## src/rtl/ctrl_seq_alu_pkg.sv

```systemverilog
// ctrl_pkg: state encoding, opcodes, ALU codes and decode helpers for the Mini SRC sequencer
package ctrl_pkg;
  localparam int OPW = 5;
  localparam int ALUW = 4;
  typedef enum logic [2:0] {S_RST, T0, T1, T2, T3, T4, T5, S_HALT} state_t;
  localparam logic [OPW-1:0] OP_ADD  = 5'b00011;
  localparam logic [OPW-1:0] OP_SUB  = 5'b00100;
  localparam logic [OPW-1:0] OP_AND  = 5'b00101;
  localparam logic [OPW-1:0] OP_OR   = 5'b00110;
  localparam logic [OPW-1:0] OP_ADDI = 5'b01100;
  localparam logic [OPW-1:0] OP_ANDI = 5'b01101;
  localparam logic [OPW-1:0] OP_ORI  = 5'b01110;
  localparam logic [OPW-1:0] OP_NOP  = 5'b11010;
  localparam logic [OPW-1:0] OP_HALT = 5'b11011;
  localparam logic [ALUW-1:0] ALU_ADD = 4'd0;
  localparam logic [ALUW-1:0] ALU_SUB = 4'd1;
  localparam logic [ALUW-1:0] ALU_AND = 4'd2;
  localparam logic [ALUW-1:0] ALU_OR  = 4'd3;
  function automatic logic is_r(input logic [OPW-1:0] op);
    return op inside {OP_ADD, OP_SUB, OP_AND, OP_OR};
  endfunction
  function automatic logic is_i(input logic [OPW-1:0] op);
    return op inside {OP_ADDI, OP_ANDI, OP_ORI};
  endfunction
  function automatic logic [ALUW-1:0] alu_of(input logic [OPW-1:0] op);
    return (op == OP_SUB) ? ALU_SUB :
           (op == OP_AND || op == OP_ANDI) ? ALU_AND :
           (op == OP_OR || op == OP_ORI) ? ALU_OR : ALU_ADD;
  endfunction
endpackage

```

## src/rtl/ctrl_seq_alu_sel_encode.sv

```systemverilog
// sel_encode: picks Ra/Rb/Rc from the IR fields and decodes it to one-hot write/read vectors
module sel_encode (
  input  logic [11:0] fields,
  input  logic        gra,
  input  logic        grb,
  input  logic        grc,
  input  logic        rin,
  input  logic        rout,
  input  logic        ba,
  output logic [15:0] GRin,
  output logic [15:0] GRout
);
  logic [3:0] sel;
  logic [15:0] dec;
  // field select then decode; BAout reads through the same selected register (R0 reads zero in the bank)
  always_comb begin
    sel = gra ? fields[11:8] : grb ? fields[7:4] : grc ? fields[3:0] : 4'd0;
    dec = 16'd1 << sel;
    GRin = rin ? dec : 16'd0;
    GRout = (rout || ba) ? dec : 16'd0;
  end
endmodule

```

## src/rtl/ctrl_seq_alu.sv

```systemverilog
// ctrl_seq_alu: hardwired fetch/decode/execute sequencer for Mini SRC ALU instructions
module ctrl_seq_alu
  import ctrl_pkg::*;
#(
  parameter int OPW = 5,
  parameter int ALUW = 4
) (
  input  logic            clk,
  input  logic            clear,
  input  logic [31:0]     ir,
  input  logic            mem_ready,
  output logic [15:0]     GRin,
  output logic [15:0]     GRout,
  output logic            BAout,
  output logic            PCout,
  output logic            PCin,
  output logic            IncPC,
  output logic            MARin,
  output logic            MDRin,
  output logic            MDRout,
  output logic            Read,
  output logic            IRin,
  output logic            Yin,
  output logic            Zin,
  output logic            Zlowout,
  output logic            Cout,
  output logic [ALUW-1:0] alu_op,
  output logic            run
);
  state_t state, nxt;
  logic [OPW-1:0] op;
  logic r_op, i_op, gra, grb, grc, rin, rout;
  logic unused_ir;
  assign op = ir[31:32-OPW];
  assign r_op = is_r(op);
  assign i_op = is_i(op);
  assign unused_ir = ^ir[14:0];
  sel_encode u_sel (
    .fields(ir[26:15]),
    .gra(gra),
    .grb(grb),
    .grc(grc),
    .rin(rin),
    .rout(rout),
    .ba(BAout),
    .GRin(GRin),
    .GRout(GRout)
  );
  // state register; clear forces S_RST immediately
  always_ff @(posedge clk or posedge clear) begin
    if (clear) state <= S_RST;
    else state <= nxt;
  end
  // next state and Moore strobes decoded from state and IR opcode
  always_comb begin
    nxt = state;
    {PCout, PCin, IncPC, MARin, MDRin, MDRout, Read, IRin, Yin, Zin, Zlowout, Cout} = '0;
    {gra, grb, grc, rin, rout, BAout} = '0;
    alu_op = '0;
    run = (state != S_HALT);
    case (state)
      S_RST: nxt = T0;
      T0: begin
        {PCout, MARin, IncPC, Zin} = '1;
        nxt = T1;
      end
      T1: begin
        {Zlowout, PCin, Read, MDRin} = '1;
        nxt = mem_ready ? T2 : T1;
      end
      T2: begin
        {MDRout, IRin} = '1;
        nxt = T3;
      end
      T3: begin
        grb = r_op || i_op;
        rout = r_op || i_op;
        Yin = r_op || i_op;
        BAout = (op == OP_ADDI);
        nxt = (r_op || i_op) ? T4 : (op == OP_HALT) ? S_HALT : T0;
      end
      T4: begin
        grc = r_op;
        rout = r_op;
        Cout = i_op;
        alu_op = alu_of(op);
        Zin = 1'b1;
        nxt = T5;
      end
      T5: begin
        {Zlowout, gra, rin} = '1;
        nxt = T0;
      end
      default: nxt = state;
    endcase
  end
endmodule
```

## config.mk

```make
export PLATFORM = sky130hd
export DESIGN_NAME = ctrl_seq_alu
export DESIGN_NICKNAME = d
export VERILOG_FILES = /design/src/rtl/ctrl_seq_alu_pkg.sv /design/src/rtl/ctrl_seq_alu_sel_encode.sv /design/src/rtl/ctrl_seq_alu.sv
export SDC_FILE = /design/constraint.sdc
export NUM_CORES = 1
export LEC_CHECK = 0
export ABC_AREA = 1
export BUFFER_PORTS_ARGS = -buffer_cell sky130_fd_sc_hd__buf_2
export CAP_MARGIN = 20
export CELL_PAD_IN_SITES_DETAIL_PLACEMENT = 0
export CELL_PAD_IN_SITES_GLOBAL_PLACEMENT = 1
export CORE_MARGIN = 2
export CORE_UTILIZATION = 24
export DETAILED_ROUTE_END_ITERATION = 10
export GPL_TIMING_DRIVEN = 0
export PLACE_DENSITY = 0.88
export SLEW_MARGIN = 20
export SYNTH_ARGS = -nofsm -noshare
export SYNTH_HDL_FRONTEND = slang
export SYNTH_HIERARCHICAL = 1
export SYNTH_SLANG_ARGS = --single-unit
export TNS_END_PERCENT = 10
```

## constraint.sdc

```tcl
create_clock -name clk -period 4.3 [get_ports clk]
set_input_delay 0.43 -clock clk [delete_from_list [all_inputs] [get_ports clk]]
set_output_delay 0.43 -clock clk [all_outputs]
set_load 0.005 [all_outputs]
```

# After elaboration in Yosys (flattened, before gate mapping)
# Cells that the tools add are included.
totals:
  input_bits: 35
  out_inout_bits: 50
  reg_bits: 3
  wordCells: 52
classes:
  eq_ne: 15
  reduce_logical: 11
  muxes: 24
  shifts: 1
ops:
  columns: ["op", "n"]
  rows:
  - ["16-bit two-way mux", 2]
  - ["3-bit one-hot mux with 6 select lines", 1]
  - ["1-bit by 4-bit left shift with 16-bit output, first input constant", 1]
  - ["5-bit by 3-bit == test with 1-bit output, second input constant", 3]
  - ["5-bit by 4-bit == test with 1-bit output, second input constant", 3]
  - ["4-bit two-way mux", 3]
  - ["1-bit two-way mux", 11]
  - ["3-bit == test, second input constant", 3]
  - ["2-bit two-way mux", 4]
  - ["3-bit by 2-bit == test with 1-bit output, second input constant", 2]
  - ["3-bit two-way mux", 2]
  - ["6-bit nonzero test", 1]
  - ["2-bit OR reduction", 3]
  - ["5-bit by 2-bit == test with 1-bit output, second input constant", 1]
  - ["5-bit == test, second input constant", 1]
  - ["1-bit logical OR", 4]
  - ["4-bit nonzero test", 1]
  - ["3-bit by 1-bit == test with 1-bit output, second input constant", 1]
  - ["3-bit zero test", 1]
  - ["3-bit inequality test, second input constant", 1]
  - ["3-bit nonzero test", 1]
  - ["1-bit one-hot mux with 2 select lines", 1]

# Logic depth before layout (Yosys ltp)
logic_depth:
  depth_word: 8
  ltp_mapped: 15
  ltp_nobuf: 14

# By module
# Netlist, hierarchy kept.
by_module_without_submodules:
  columns: ["mod", "instances", "seq_area_each_um2", "area_per_inst_um2", "cells_each"]
  rows:
  - ["sel_encode", 1, 0.0, 556.8, 102]
  - ["ctrl_seq_alu", 1, 75.1, 406.6, 69]

# Worst setup path after synthesis
# Ideal clock, no wire load.
synth_path:
  path_kind: "input -> output"
  startpoint: "input ir[31]"
  endpoint: "output GRin[14]"
  t_required_ps: 3870
  t_arrival_ps: 1848
  path_slack_ps: 2022
  path_buffers: 1
  path_stages: 15
  cell_sequence: "inv_1 > nand2_1 > nor2_1 > nor2_1 > nand3_1 > nand2_1 > inv_1 > buf_6 > inv_4 > nand3_1 > nand2_2 > nand2_8 > nor2_4 > nand3_1 > nor2_1"
synth_via:
  elab_chain_len: 8
  word_cells_on_any_way: 17
  cone_classes: "eq/ne: 7; shift: 1; mux: 6; reduce/logical: 3"
synth_rtl:
  columns: ["element", "line_no", "source"]
  rows:
  - ["start, declared", "ctrl_seq_alu.sv:10", "input logic [31:0] ir,"]
  - ["5-bit by 2-bit == test with 1-bit output, or another cell as far along", "ctrl_seq_alu_pkg.sv:20", "return op inside {OP_ADD, OP_SUB, OP_AND, OP_OR};"]
  - ["4-bit nonzero test / 3-bit nonzero test (equally long branches)", "ctrl_seq_alu_pkg.sv:20, ctrl_seq_alu_pkg.sv:23", null]
  - ["1-bit logical OR *", null, null]
  - ["1-bit two-way mux *", null, null]
  - ["net Yin", "ctrl_seq_alu.sv:23", "output logic Yin,"]
  - ["4-bit two-way mux * (2 in a row)", "ctrl_seq_alu_sel_encode.sv:17", "sel = gra ? fields[11:8] : grb ? fields[7:4] : grc ? fields[3:0] : 4'd0;"]
  - ["1-bit by 4-bit left shift with 16-bit output *", "ctrl_seq_alu_sel_encode.sv:18", "dec = 16'd1 << sel;"]
  - ["16-bit two-way mux *", "ctrl_seq_alu_sel_encode.sv:19", "GRin = rin ? dec : 16'd0;"]
  - ["end, declared", "ctrl_seq_alu.sv:12", "output logic [15:0] GRin,"]
# The timed path passes the listed nets; every way through them passes the cells marked *.

# Final worst setup path
layout_path:
  startpoint: "register state[1]"
  endpoint: "output GRin[6]"
layout_via:
  word_cells_on_any_way: 11
  cone_classes: "eq/ne: 3; shift: 1; mux: 7"
layout_lines:
  columns: ["element", "line_no", "source"]
  rows:
  - ["start, declared", "ctrl_seq_alu.sv:30", "state_t state, nxt;"]
  - ["start signal, assigned", "ctrl_seq_alu.sv:52", "else state <= nxt;"]
  - ["3-bit == test *", "ctrl_seq_alu.sv:61", "case (state)"]
  - ["1-bit two-way mux *", "ctrl_seq_alu.sv:61", null]
  - ["net gra", "ctrl_seq_alu.sv:32", "logic r_op, i_op, gra, grb, grc, rin, rout;"]
  - ["4-bit two-way mux", "ctrl_seq_alu_sel_encode.sv:17", null]
  - ["1-bit by 4-bit left shift with 16-bit output", "ctrl_seq_alu_sel_encode.sv:18", null]
  - ["16-bit two-way mux *", "ctrl_seq_alu_sel_encode.sv:19", null]
# Marked as above.

==> results.md <==
GRT:
- The total track usage is 0.123.
- The via count of the first global-routing pass is 1081.
- The total congestion overflow after global routing is 0.
- The maximum number of pins on one net before global-route repair is 11.
- The first global-routing pass estimated 4.51 mm of wire.
- The initial antenna violation count is 0.

Floorplan:
- The floorplan step defined a die boundary enclosing 0.00454 mm².
- From left edge to right edge, the die measures 67.4 µm.
- In this run the standard cell core region covers 0.00394 mm².
- The y dimension of the die is 67.4 µm.
- For this configuration, the core starts out at a cell density of 0.244.
- The I/O pin count is 85.
- The site row count is 23.

Placement:
- The number of instances in the placed design is 289.
- The pre-CTS setup slack is 1.62 ns.
- The final RePlAce weighted congestion is 0.820.
- The number of port buffers is 67.
- The detailed placement HPWL is 2.44 mm.

Route:
- The number of vias after detailed routing is 1264.
- The count of unresolved DRC violations after routing is 0.
- The first detailed-routing pass ran for 4 iterations.
- The average wire length per cell after detail routing is 9.43 µm.
- The final wirelength is 2.76 mm.
- The first routing iteration left 38 violations.
- Dividing the detail-routed via count by the number of cells gives 4.31.
- The count of nets left with antenna violations after detail routing is 0.

Finish:
- The signed area change from the synthesized netlist to the final layout is 46.4%.
- For this run, the share of the core covered by cells in the final layout is 0.358.
- Counting flops per register, the top entry is state.
- In the final layout, the registers with the most flip-flops are state (3).
- The number of diodes is 0.
- The fraction of layout instances using a drive strength above 1 is 0.436.
- The count of cells in the finished layout, fillers not included, comes to 293.
- After the last flow step, the layout net total stands at 279.
- The number of flip-flops in the largest register is 3.

Clock tree:
- The cts-stage hold buffer count is 0.
- The maximum buffer depth of the clock tree is 2.
- TritonCTS built the clock tree.
- The total setup buffers inserted after CTS is 0.
- The clock net in this run drives a total of 3 sinks.
- Clock tree synthesis inserted a total of 3 buffers.
- The clock-pin slew on the worst setup and hold paths is 0.03 ns.
- The clock network latency to the later pin of the worst-skew pair is 0.21 ns.
- The root buffer cell is sky130_fd_sc_hd__clkbuf_8.
- The number of gates resized after CTS was 0.
- The H-tree level count is 1.

Pwr:
- The leakage power summed over all cells is 0.767 nW.
- The worst IR drop on VDD is 0.0672 mV.
- The net switching power is 0.0000290 W.
- The power density normalized to cell area is 92.4 mW/mm².
- Of the total power, registers draw 0.218.
- The combinational share of power is 0.161.
- The portion of total power attributed to the clock network is 0.621.
- Of the total power, the share spent switching nets is 0.223.
- Cell internal power was estimated by the tool at 0.000101 W.

Yosys:
- The average size of a mapped cell is 5.63 µm².
- The number of synthesized register bits is 3.
- Yosys attributes the largest share of cell area to sky130_fd_sc_hd__nor2_1 (18%), sky130_fd_sc_hd__nand3_1 (11%), sky130_fd_sc_hd__nand2_1 (9.7%).
- The synthesized netlist occupies a cell area of 963 µm².
- In the synthesized netlist, the number of instances is 171.
- The share of the Yosys chip area taken by registers is 0.0779.
- The top cell type by total area after synthesis is sky130_fd_sc_hd__nor2_1.
- The number of synthesis warnings is 6.
- The fraction of synthesized cell area taken by the top area cell type is 0.183.
- The number of different library cells in the post-synthesis netlist is 29.

STA:
- The max-slew violation count was 0.
- For the pin with the worst max-slew slack, the measured transition is 0.497 ns.
- The routed design could run at a clock period as short as 2.71 ns.
- The final number of setup-violating endpoints is 0.
- Of the available clock period, the critical path in the final layout requires 0.630.
- Setup repair after global routing left no endpoint under its margin.
- The worst setup skew after layout is 0.00205 ns.
- Across all hold checks on the routed design, the worst slack comes to 0.0764 ns.
- The final setup slack of the worst path is 1.59 ns.
- The relative slew slack is 0.668.
- The number of failing hold endpoints at the final stage is 0.
- The maximum achievable frequency is 369 MHz.
- The aggregate negative setup slack is 0 ns.

Run:
- The number of max-cap violations is 0.

Status:
- The run finished with clean final reports.

Worst setup path:
- The kind of critical path is register to output port.
- The worst endpoint required time is 3.87 ns.
- Along the worst path, the maximum fanout reaches 8.
- STA puts the critical path data arrival time at 2.28 ns.
- The kind of start point of the critical path is a register.
- The sort of element at the end of the critical path is an output port.

Hold path:
- The tightest min-delay check is of the primary input to async pin type.
## power by group through the flow
stage               Sequential, W  Clock [W]  Combinational [W]
floorplan               0.0000287          0         0.00000880
finish                  0.0000284  0.0000810          0.0000209
global placement        0.0000287          0          0.0000208
detailed placement      0.0000287          0          0.0000209
global route            0.0000284  0.0000844          0.0000242
CTS                     0.0000284  0.0000831          0.0000211
## layout make-up
type	count	area, µm²
multi-input combinational	132	713
fill	456	2530
clock buffer	4	45.0
inverter	26	100
tap	50	62.6
sequential	3	75.1
timing repair buffer	67	335
buffer	11	78.8
## synthesized netlist by cell type
cell type                  instances
sky130_fd_sc_hd__nor2_1           47
sky130_fd_sc_hd__nand2_1          25
sky130_fd_sc_hd__nand3_1          22
sky130_fd_sc_hd__inv_1            20
sky130_fd_sc_hd__buf_4             8
sky130_fd_sc_hd__nor2_4            7
sky130_fd_sc_hd__inv_2             5
sky130_fd_sc_hd__a21oi_1           3
sky130_fd_sc_hd__dfrtp_1           3
sky130_fd_sc_hd__nand4_1           3
sky130_fd_sc_hd__clkbuf_1          2
sky130_fd_sc_hd__nand2_2           2
sky130_fd_sc_hd__nand2_8           2
sky130_fd_sc_hd__nand4_2           2
sky130_fd_sc_hd__nor3_1            2
sky130_fd_sc_hd__nor3_2            2
sky130_fd_sc_hd__nor4_1            2
sky130_fd_sc_hd__o21ai_0           2
sky130_fd_sc_hd__or2_4             2
sky130_fd_sc_hd__a21oi_4           1
sky130_fd_sc_hd__buf_6             1
sky130_fd_sc_hd__conb_1            1
sky130_fd_sc_hd__inv_4             1
sky130_fd_sc_hd__nand2_4           1
sky130_fd_sc_hd__nand3_2           1
sky130_fd_sc_hd__nand3b_1          1
sky130_fd_sc_hd__nor2_2            1
sky130_fd_sc_hd__o21a_1            1
sky130_fd_sc_hd__o22ai_1           1
## logic make-up (layout without fill, tap and decap cells)
group / after synthesis / in the layout / synth area share
flops: 3 / 3 / 0.0779
compound gates: 8 / 8 / 0.0572
other cells: 1 / 2 / 0.00389
buf+inv: 37 / 108 / 0.186
simple gates: 122 / 122 / 0.675
## worst paths after layout
kind                       startpoint       end  slack, ns  cells after the start
max                          state[1]   GRin[6]       1.59                     11
min                             clear  state[0]       0.08                      2
max reg2reg                  state[1]  state[1]       3.14                      5
min reg2reg                  state[2]  state[2]       0.64                      2
max in group asynchronous       clear  state[1]       4.09                      2
min in group clk            mem_ready  state[0]       0.43                      3
## cells in the final DEF (no fill, tap or decap), drive strengths merged
cell type	netlist	final
clkbuf	2	6
nand2	30	30
nand3	23	23
nor2	55	55
o22ai	1	1
buf	9	76
or2	2	2
nand3b	1	1
o21a	1	1
nor4	2	2
dfrtp	3	3
conb	1	2
a21oi	4	4
nand4	5	5
nor3	4	4
o21ai	2	2
inv	26	26
## metal layers
metal	routed length, µm	track usage	up-vias
met3	101	0.00333	0
met2	1440	0.218	22
li1	-	-	675
met4	0	0.0306	0
met1	1230	0.164	567
met5	0	0	-
## metrics by stage
step,area (µm²),total power [W]
2_1_floorplan,967,0.0000375
3_3_place_gp,1370,0.0000496
3_5_place_dp,1370,0.0000497
4_1_cts,1410,0.000133
5_1_grt,1410,0.000137
6_report,1410,0.000130
## worst max-delay path: stages (launching register included)
cell and delay, ns:
sky130_fd_sc_hd__dfrtp_1 0.43, sky130_fd_sc_hd__inv_1 0.08, sky130_fd_sc_hd__nor2_1 0.14, sky130_fd_sc_hd__inv_1 0.07, sky130_fd_sc_hd__nor2_1 0.39, sky130_fd_sc_hd__inv_2 0.18
sky130_fd_sc_hd__nand2_1 0.13, sky130_fd_sc_hd__nor2_1 0.07, sky130_fd_sc_hd__nor2_4 0.20, sky130_fd_sc_hd__nand3_1 0.14, sky130_fd_sc_hd__nor2_1 0.11, sky130_fd_sc_hd__buf_2 0.12
(Power assumes the default switching activity.)
